`src/rtl/shreg_sequencer.sv`:
```
// Command sequencer for a circular shift register: CLEAR / LOAD / ROTATE over valid/ready, with a shadow mirror.
// Optional: define SHREG_SEQ_CHECK_EN to compare live sr_q against the mirror while idle (sticky mismatch).
module shreg_sequencer #(
  parameter int WIDTH = 8,
  parameter int CNT_W = 8
) (
  input  logic             clk,
  input  logic             rst,
  input  logic             ena,
  input  logic             cmd_valid,
  output logic             cmd_ready,
  input  logic [1:0]       cmd_op,
  input  logic [WIDTH-1:0] cmd_data,
  input  logic [CNT_W-1:0] cmd_count,
  output logic             sr_clear,
  output logic             sr_shift_en,
  output logic             sr_din,
  input  logic [WIDTH-1:0] sr_q,
  output logic [WIDTH-1:0] mirror_q,
  output logic             busy,
  output logic             done,
  output logic             mismatch
);
  localparam logic [1:0] OP_CLEAR = 2'b01;
  localparam logic [1:0] OP_LOAD  = 2'b10;
  localparam logic [1:0] OP_ROT   = 2'b11;
  // Counter must hold both a full ROTATE count and WIDTH for LOAD.
  localparam int LW = $clog2(WIDTH + 1);
  localparam int CW = (CNT_W > LW) ? CNT_W : LW;

  typedef enum logic [2:0] {S_IDLE, S_CLR, S_LOAD, S_ROT, S_DONE} state_t;

  state_t           state, state_n;
  logic [CW-1:0]    cnt, cnt_n;
  logic [WIDTH-1:0] data_r, data_n, mirror_n;
  logic             load_r, load_n;
  logic             accept;

  assign cmd_ready = (state == S_IDLE);
  assign busy      = (state != S_IDLE);
  assign accept    = cmd_valid & cmd_ready & ena;

  always_ff @(posedge clk or posedge rst) begin
    if (rst) begin
      state    <= S_IDLE;
      cnt      <= '0;
      data_r   <= '0;
      load_r   <= 1'b0;
      mirror_q <= '0;
    end else begin
      state    <= state_n;
      cnt      <= cnt_n;
      data_r   <= data_n;
      load_r   <= load_n;
      mirror_q <= mirror_n;
    end
  end

  always_comb begin
    state_n     = state;
    cnt_n       = cnt;
    data_n      = data_r;
    load_n      = load_r;
    mirror_n    = mirror_q;
    sr_clear    = 1'b0;
    sr_shift_en = 1'b0;
    sr_din      = 1'b0;
    done        = 1'b0;
    unique case (state)
      S_IDLE: begin
        if (accept) begin
          load_n = (cmd_op == OP_LOAD);
          data_n = cmd_data;
          cnt_n  = CW'(cmd_count);
          case (cmd_op)
            OP_CLEAR, OP_LOAD: state_n = S_CLR;
            OP_ROT:            state_n = (cmd_count == '0) ? S_DONE : S_ROT;
            default:           state_n = S_IDLE;
          endcase
        end
      end
      S_CLR: begin
        sr_clear = ena;
        if (ena) begin
          mirror_n = '0;
          if (load_r) begin
            state_n = S_LOAD;
            cnt_n   = CW'(WIDTH);
          end else begin
            state_n = S_DONE;
          end
        end
      end
      S_LOAD, S_ROT: begin
        sr_shift_en = ena;
        // LOAD feeds the pattern MSB first; ROTATE just recirculates.
        sr_din      = (state == S_LOAD) && data_r[WIDTH-1];
        if (ena) begin
          mirror_n = {mirror_q[WIDTH-2:0], mirror_q[WIDTH-1] ^ sr_din};
          data_n   = {data_r[WIDTH-2:0], 1'b0};
          cnt_n    = cnt - CW'(1);
          if (cnt == CW'(1)) state_n = S_DONE;
        end
      end
      S_DONE: begin
        done = ena;
        if (ena) state_n = S_IDLE;
      end
      default: state_n = S_IDLE;
    endcase
  end

`ifdef SHREG_SEQ_CHECK_EN
  always_ff @(posedge clk or posedge rst) begin
    if (rst)
      mismatch <= 1'b0;
    else if (accept && (cmd_op == OP_CLEAR || cmd_op == OP_LOAD))
      mismatch <= 1'b0;
    else if (state == S_IDLE && ena && sr_q != mirror_q)
      mismatch <= 1'b1;
  end
`else
  logic unused_sr_q;
  assign unused_sr_q = ^sr_q;
  assign mismatch    = 1'b0;
`endif

endmodule

```
`config.mk`:
```
export PLATFORM = sky130hd
export DESIGN_NAME = shreg_sequencer
export DESIGN_NICKNAME = d
export VERILOG_FILES = /design/src/rtl/shreg_sequencer.sv
export SDC_FILE = /design/constraint.sdc
export NUM_CORES = 1
export LEC_CHECK = 0
export ABC_AREA = 1
export BUFFER_PORTS_ARGS = -buffer_cell sky130_fd_sc_hd__buf_2
export CORE_AREA = 4 4 64 66
export CTS_BUF_LIST = sky130_fd_sc_hd__clkbuf_16
export DETAILED_ROUTE_END_ITERATION = 7
export DIE_AREA = 0 0 68 70
export PLACE_DENSITY = 0.77
export SLEW_MARGIN = 15
export SYNTH_ARGS = -nofsm -noshare
export SYNTH_HDL_FRONTEND = slang
export SYNTH_SLANG_ARGS = --single-unit
```
`constraint.sdc`:
```
create_clock -name clk -period 1.6 [get_ports clk]
set_input_delay 0.32 -clock clk [delete_from_list [all_inputs] [get_ports clk]]
set_output_delay 0.32 -clock clk [all_outputs]
set_load 0.03 [all_outputs]
```
==> impl_metrics.csv, run 1 <==
group,metric,value,unit
setup_path,reg2reg_depth,9,
pwr,peakVddDrop,1.223,mV
floorplanning,die_x,68,um
yosys,synthArstFlopShare,100.0,%
placed_design,dpl_worst_slack,117.6,ps
timing,finalWorstSetupSlack,0.01577,ps
yosys,synth-seq-cells,28,
floorplanning,core_area,3578,um2
setup_path,timing.rr.end,"state[0]",
placed_design,post-dp-hpwl,2855,um
drt,drt_iter0_drc,68,
floorplanning,fp.dieH,70,um
yosys,synth_top_family_by_area,"simple AND/OR/NAND/NOR gates",
layout,layout_commonest_cell,"nand2_1",
yosys,synth_ff_type,"dfrtp_1",
yosys,synthSimpleGateAreaFrac,33.26,%
pwr,p_leak,0.001248,uW
timing,slew_violations,0,
yosys,syn_inst,234,
layout,nNetsFinal,317,
clocking,cts_root_buf,"clkbuf_16",
floorplanning,row_count,22,
setup_path,arrival,1280,ps
yosys,synthXorXnorAreaFrac,0,%
drt,wire_per_inst,12.74,um
clocking,cts_buffers,3,
yosys,synth_compound_area_share,10.35,%
placed_design,place_area,2026,um2
floorplanning,die_area,4760,um2
yosys,yosysSeqAreaShare,38.89,%
floorplanning,start_util,50.35,%
layout,antennaDiodeCount,0,
timing,hold_viol,0,
global_route,overflow,0,
drt,route.detailed.drc,0,
drt,antenna_left,0,
placed_design,gp_congestion,0.9036,
timing,setup_violations,0,
pwr,powerDensity,2234,nW/um2
setup_path,crit_top_cell,"buf_6",
layout,final_cell_mix,"nand2_1, inv_1, buf_2, dfrtp_1",
flow_run,drv_cap,0,
clocking,insertion_delay,270,ps
yosys,synthesis.area,1802,um2
drt,drt_first_pass_iters,5,
setup_path,cp-start-kind,"flop",
placed_design,portBuffers,35,
clocking,cts.sinks,28,
layout,fin_util,63.92,%
yosys,avgSynthCellArea,7.700,um2
setup_path,crit_fanout,4,
timing,fin_crit_sh,100.0,%
setup_path,critical_path_class,"flop to primary output",
setup_path,slowest_stage,"dfrtp_1",
timing,fmax,625.0,MHz
clocking,cts_htree_levels,1,
yosys,syn_nets,269,
layout,drive_gt1_share,29.89,%
timing,skew,4.443,ps
yosys,ys.warnings.count,0,
setup_path,r2r_start,"state[0]",
yosys,synth_edf_count,0,
drt,dr_total_vias,1646,
global_route,grt_max_degree,29,
drt,via_per_inst,5.003,
timing,fin_tns_setup,0,ps
yosys,yosys.area_share.adder,3.472,%
setup_path,critPathRequiredTime,1280,ps
layout,stdcell_count,329,
yosys,yosysUniqueCellTypes,27,
yosys,synthMuxAreaShare,3.889,%
setup_path,cp_top_family,"flip-flops",
layout,area_growth,26.94,%
clocking,path_clk_slew,70,ps
global_route,grt_pass1_vias,1597,
global_route,grt_first_pass_wirelength,6962,um
setup_path,crit_chain,"buf_6, nor2_4, nand2_4, inv_6, buf_6",
timing,fin_crit,1600,ps
layout,final_area,2287,um2
setup_path,worst_path_largest_cell_delay,420,ps
global_route,track_usage,18.54,%
floorplanning,ios,45,
timing,grt_setup_unrepaired,"true",
clocking,clock_tree.buffer_depth,2,
setup_path,cp-end-kind,"primary output",
worst_hold_path,min_path_type,"input port to asynchronous set/reset pin",
drt,routed_wl,4190,um
clocking,cts_tree,"built",
outcome,status,"completed",
setup_path,cp_num_buf_inv,3,
global_route,antenna_found_initial,0,
setup_path,r2r_slack,80,ps
placed_design,dp.cells,316,
routing by layer:
metal  share of wire [%]  wire length [um]  track usage [%]
met1                  42              1765            24.59
met2                  50              2109            29.76
met3                 6.2               261            3.055
met4                 1.3                54            6.843
met5                   0                 0                0
stage by stage:
stage	hold WS (ps)	power, uW
after floorplan	385.4	3450
after global routing	130.3	5542
final	103.7	5110
after CTS	118.2	4835
after detailed placement	402.2	3944
after global placement	404.1	3887
worst max path at each step:
| stage | endpoint | cells past startpoint | slack [ps] | startpoint |
|---|---|---|---|---|
| CTS | sr_clear | 5 | -4 | state[0] |
| detailed placement | state[2] | 8 | 120 | cnt[1] |
| finish | cmd_ready | 5 | 0.02 | state[0] |
| floorplan | sr_din | 4 | 10 | state[2] |
| global route | cmd_ready | 5 | -30 | state[0] |
| global placement | state[2] | 8 | 120 | cnt[1] |
area by class of cell:
class,instances,area (um2)
Clock buffer,3,75.07
Clock inverter,1,30.03
Fill cell,334,1291
Inverter,37,151.4
Multi-Input combinational cell,166,983.4
Sequential cell,28,701.9
Tap cell,48,60.06
Timing Repair Buffer,46,285.3
tightest hold or removal path: stages:
cell	delay, ps
buf_2	90
inv_1	40
buf_4	330
synth_stat cells (2+ instances only):
master    n  area [um2]
a21oi_1   3       15.01
dfrtp_1  28       700.7
ha_1      5       62.56
inv_1    33       123.9
inv_2     2       7.510
mux2i_1   7       70.07
nand2_1  73       274.0
nand2_2   3       18.77
nand2_4   5       56.30
nand3_1  15       75.07
nor2_1   19       71.32
nor2_2    2       12.51
nor2_4    2       22.52
o21ai_0   9       45.04
o21ai_2   8       70.07
o22ai_1   9       56.30
timing repair:
action / in CTS / in global routing
endpoints found under the setup margin: 4 / 9
resized for setup: 11 / 15
buffers inserted: 3 / 6
hold buffers: 0 / 0
pin swaps: 1 / 5
where the power goes:
part / leakage [uW] / internal (uW) / total, uW / switching (uW)
Sequential: 0.000358 / 1050 / 1330 / 279
Clock: 0.0000511 / 499 / 746 / 247
Combinational: 0.000839 / 1110 / 3030 / 1920
Total: 0.00125 / 2660 / 5110 / 2450
sequential cells by signal, indices dropped and copies added, names as in the netlist:
register	count
data_r	8
cnt	8
mirror_q	8
state	3
load_r	1
logic make-up after synthesis:
kind of cell | count (synthesis)
and+or+nand+nor | 124
buffers and inverters | 40
AOI/OAI and AO/OA | 29
DFF | 28
muxes | 7
adders and majority gates | 5
other | 1
Power figures use the tool's default switching activity.
==> run 2, diff against run 1 <==
CORE_AREA = 2 2 62 64   (was 4 4 64 66)
DIE_AREA = 0 0 64 66   (was 0 0 68 70)
==> impl_metrics.csv, run 2 (synthesis gave the netlist of run 1 again) <==
group,metric,value,unit
outcome,status,"completed",
clocking,insertion_delay,260,ps
clocking,path_clk_slew,60,ps
layout,layout_commonest_cell,"nand2_1",
drt,via_per_inst,4.882,
pwr,power,4672,uW
setup_path,crit_cells,4,
global_route,antenna_found_initial,0,
worst_hold_path,min_path_type,"input port to asynchronous set/reset pin",
setup_path,r2r_start,"state[1]",
floorplanning,die_area,4224,um2
clocking,cts_tree,"built",
setup_path,slowest_stage,"dfrtp_2",
drt,drt_iter0_drc,110,
floorplanning,fp.dieH,66,um
clocking,clock_tree.buffer_depth,2,
setup_path,cp_top_family,"flip-flops",
drt,wire_per_inst,11.58,um
floorplanning,die_x,64,um
setup_path,crit_chain,"nor2_4, nand2_2, nor2_2, buf_6",
layout,top_regs,"cnt (8), data_r (8), mirror_q (8)",
drt,route.detailed.drc,0,
setup_path,r2r_slack,110,ps
floorplanning,core_area,3551,um2
clocking,cts.sinks,28,
drt,routed_wl,3739,um
timing,skew,2.711,ps
setup_path,cp-end-kind,"primary output",
pwr,powerDensity,2136,nW/um2
placed_design,post-dp-hpwl,2779,um
timing,fin_crit,1571,ps
global_route,overflow,0,
setup_path,cp_num_buf_inv,1,
setup_path,critPathRequiredTime,1280,ps
layout,nNetsFinal,312,
clocking,cts_htree_levels,1,
global_route,grt_max_degree,29,
clocking,cts_buffers,3,
setup_path,cp-start-kind,"flop",
flow_run,drv_cap,0,
drt,antenna_left,0,
layout,drive_gt1_share,28.73,%
timing,slew_violations,0,
timing,fmax,636.6,MHz
drt,dr_total_vias,1577,
setup_path,worst_path_largest_cell_delay,480,ps
setup_path,crit_fanout,5,
setup_path,timing.rr.end,"data_r[6]",
floorplanning,start_util,50.74,%
global_route,grt_first_pass_wirelength,6375,um
layout,final_area,2187,um2
layout,antennaDiodeCount,0,
setup_path,arrival,1250,ps
global_route,track_usage,19.24,%
global_route,grt_pass1_vias,1496,
layout,area_growth,21.39,%
timing,setup_violations,0,
setup_path,critical_path_class,"flop to primary output",
timing,grt_setup_unrepaired,"true",
placed_design,gp_congestion,0.8754,
setup_path,reg2reg_depth,8,
layout,final_cell_mix,"nand2_1, inv_1, buf_2, dfrtp_1, nor2_1",
drt,drt_first_pass_iters,4,
clocking,cts_root_buf,"clkbuf_16",
pwr,p_leak,0.001201,uW
pwr,peakVddDrop,1.095,mV
floorplanning,ios,45,
placed_design,portBuffers,35,
timing,hold_viol,0,
timing,fin_crit_sh,98.18,%
placed_design,place_area,2026,um2
floorplanning,row_count,22,
run 2: cell types whose count changed in the layout (fill, tap and decap cells not counted), sizes merged:
cell	change
buf	-5
bufinv	-1
run 2: area by class of cell:
| class | instances | area, um2 |
|---|---|---|
| Multi-Input combinational cell | 166 | 953.4 |
| Timing Repair Buffer | 41 | 244.0 |
| Sequential cell | 28 | 703.2 |
| Inverter | 37 | 151.4 |
| Fill cell | 307 | 1364 |
| Tap cell | 48 | 60.06 |
| Clock buffer | 3 | 75.07 |
run 2: routing by layer:
metal | track usage (%) | up-vias | part of all wire, %
met5 | 0 | - | 0
met4 | 7.337 | 0 | 1.5
met3 | 2.385 | 5 | 5.5
met2 | 34.38 | 42 | 48
met1 | 23.64 | 715 | 45
li1 | - | 815 | -
run 2: worst max path at each step:
stage / startpoint / endpoint / slack (ps)
after floorplan: state[2] / sr_din / 10
after global placement: cnt[1] / state[2] / 120
after detailed placement: state[2] / data_r[6] / 110
after CTS: state[2] / sr_shift_en / 10
after global routing: state[1] / sr_clear / -30
final: state[1] / sr_clear / 30
run 2: power breakdown:
| group | internal (uW) | leakage (uW) | switching, uW |
|---|---|---|---|
| combinational | 972 | 0.000807 | 1810 |
| sequential | 1050 | 0.000357 | 280 |
| clock | 332 | 0.0000370 | 228 |
| total | 2360 | 0.00120 | 2310 |
run 2: repair_timing:
| action | CTS | global route |
|---|---|---|
| setup endpoints to repair | 5 | 13 |
| pin swaps | 2 | 3 |
| resized for setup | 10 | 13 |
| setup buffers | 1 | 3 |
| hold buffers | 0 | 0 |
run 2: per-stage QoR:
step	hold WS [ps]	utilization [%]	TNS (ps)	cells	setup WS, ps
2_1_floorplan	385.4	-	0	234	10.02
3_3_place_gp	404.6	57.05	0	316	123.5
3_5_place_dp	407.4	57.05	0	316	114.5
5_1_grt	162.2	61.59	-36.13	323	-30.31
4_1_cts	128.5	60.01	0	320	9.940
6_report	111.9	61.59	0	323	29.18
run 2: worst register-to-register path: stages, from the launching register on:
cell      delay, ps
dfrtp_2         480
nand2_4         190
inv_6            80
nand2_4          80
nand2_4          60
inv_2            80
nand3b_4        210
nand2_1         150
o21ai_2          60
==> run 3, diff against run 2 <==
clock period = 1.8 ns   (was 1.6 ns; I/O delays follow)
==> impl_metrics.csv, run 3 (synthesis gave the netlist of run 1 again) <==
group,metric,value,unit
drt,drt_iter0_drc,131,
clocking,cts_buffers,3,
floorplanning,die_x,64,um
global_route,grt_pass1_vias,1459,
clocking,path_clk_slew,70,ps
timing,fmax,576.8,MHz
placed_design,gp_congestion,0.8552,
pwr,powerDensity,1894,nW/um2
clocking,clock_tree.buffer_depth,2,
placed_design,post-dp-hpwl,2745,um
outcome,status,"completed",
drt,routed_wl,3604,um
setup_path,crit_fanout,5,
timing,finalWorstSetupSlack,66.23,ps
floorplanning,start_util,50.74,%
floorplanning,row_count,22,
setup_path,cp-start-kind,"flop",
layout,nFillCells,346,
timing,slew_violations,0,
floorplanning,fp.dieH,66,um
global_route,grt_max_degree,29,
clocking,insertion_delay,260,ps
floorplanning,core_area,3551,um2
global_route,overflow,0,
clocking,cts.sinks,28,
pwr,power,4018,uW
placed_design,dpl_worst_slack,242.1,ps
layout,nNetsFinal,307,
timing,setup_violations,0,
worst_hold_path,min_path_type,"input port to asynchronous set/reset pin",
flow_run,drv_cap,0,
global_route,track_usage,19.07,%
layout,regArea,701.9,um2
global_route,antenna_found_initial,0,
layout,antennaDiodeCount,0,
placed_design,portBuffers,35,
global_route,grt_first_pass_wirelength,6361,um
layout,final_cell_mix,"nand2_1, buf_2, inv_1, dfrtp_1, nor2_1",
drt,drt_first_pass_iters,7,
drt,wire_per_inst,11.30,um
setup_path,arrival,1370,ps
clocking,cts_tree,"built",
layout,multi_input_area,947.2,um2
timing,fin_tns_setup,0,ps
drt,antenna_left,0,
timing,hold_viol,0,
setup_path,critPathRequiredTime,1440,ps
timing,skew,1.928,ps
setup_path,cp-end-kind,"primary output",
floorplanning,die_area,4224,um2
clocking,cts_htree_levels,1,
layout,area_growth,17.78,%
setup_path,critical_path_class,"flop to primary output",
floorplanning,ios,45,
layout,top_regs,"cnt (8), data_r (8), mirror_q (8)",
timing,fin_crit,1734,ps
clocking,cts_root_buf,"clkbuf_16",
timing,timing.hold.ws,141.2,ps
drt,via_per_inst,4.893,
layout,drive_gt1_share,25.83,%
pwr,peakVddDrop,0.8846,mV
layout,stdcell_count,319,
drt,route.detailed.drc,0,
timing,fin_crit_sh,96.32,%
layout,layout_commonest_cell,"nand2_1",
placed_design,dp.cells,315,
drt,dr_total_vias,1561,
pwr,p_leak,0.001176,uW
run 3: report_power, final:
part	switching [uW]	internal (uW)
clock	212	298
combinational	1560	767
sequential	244	935
total	2020	2000
run 3: worst paths after layout:
kind	startpoint	end	slack [ps]	depth (start not counted)
worst max-delay path	state[1]	cmd_ready	70	4
worst min-delay path	rst	data_r[1]	140	3
worst max register to register	cnt[1]	state[2]	270	8
worst min register to register	data_r[2]	data_r[2]	480	2
max in group asynchronous	rst	state[1]	1370	3
min in group clk	cmd_data[0]	data_r[0]	350	3
run 3: metrics by stage:
stage	instance area, um2	util [%]
floorplan	1808	-
global placement	2018	56.84
detailed placement	2018	56.84
CTS	2100	59.13
global route	2122	59.76
finish	2122	59.76
run 3: routing by layer:
| layer | global-route usage (%) | up-vias | part of all wire (%) |
|---|---|---|---|
| met5 | 0 | - | 0 |
| met4 | 5.707 | 0 | 1.1 |
| met3 | 2.555 | 3 | 4.1 |
| met2 | 32.29 | 34 | 47 |
| met1 | 25.44 | 710 | 48 |
| li1 | - | 814 | - |
run 3: what timing repair did:
item,in CTS,in global routing
endpoints found under the setup margin,1,3
resized for setup,1,6
setup buffers,0,0
hold endpoints to repair,0,0
hold buffers,0,0
run 3: worst max-delay path, stage by stage (launching register included):
cell and delay [ps]:
dfrtp_2 490, nor2_2 230, nand2_4 100, inv_4 100
buf_2 200
run 3: layout make-up:
class                      instances  area share (%)
multi-input combinational        166           44.63
sequential                        28           33.08
timing repair buffer              36           8.726
inverter                          37           7.017
clock buffer                       3           3.538
tap                               48           2.830
clock inverter                     1          0.1769
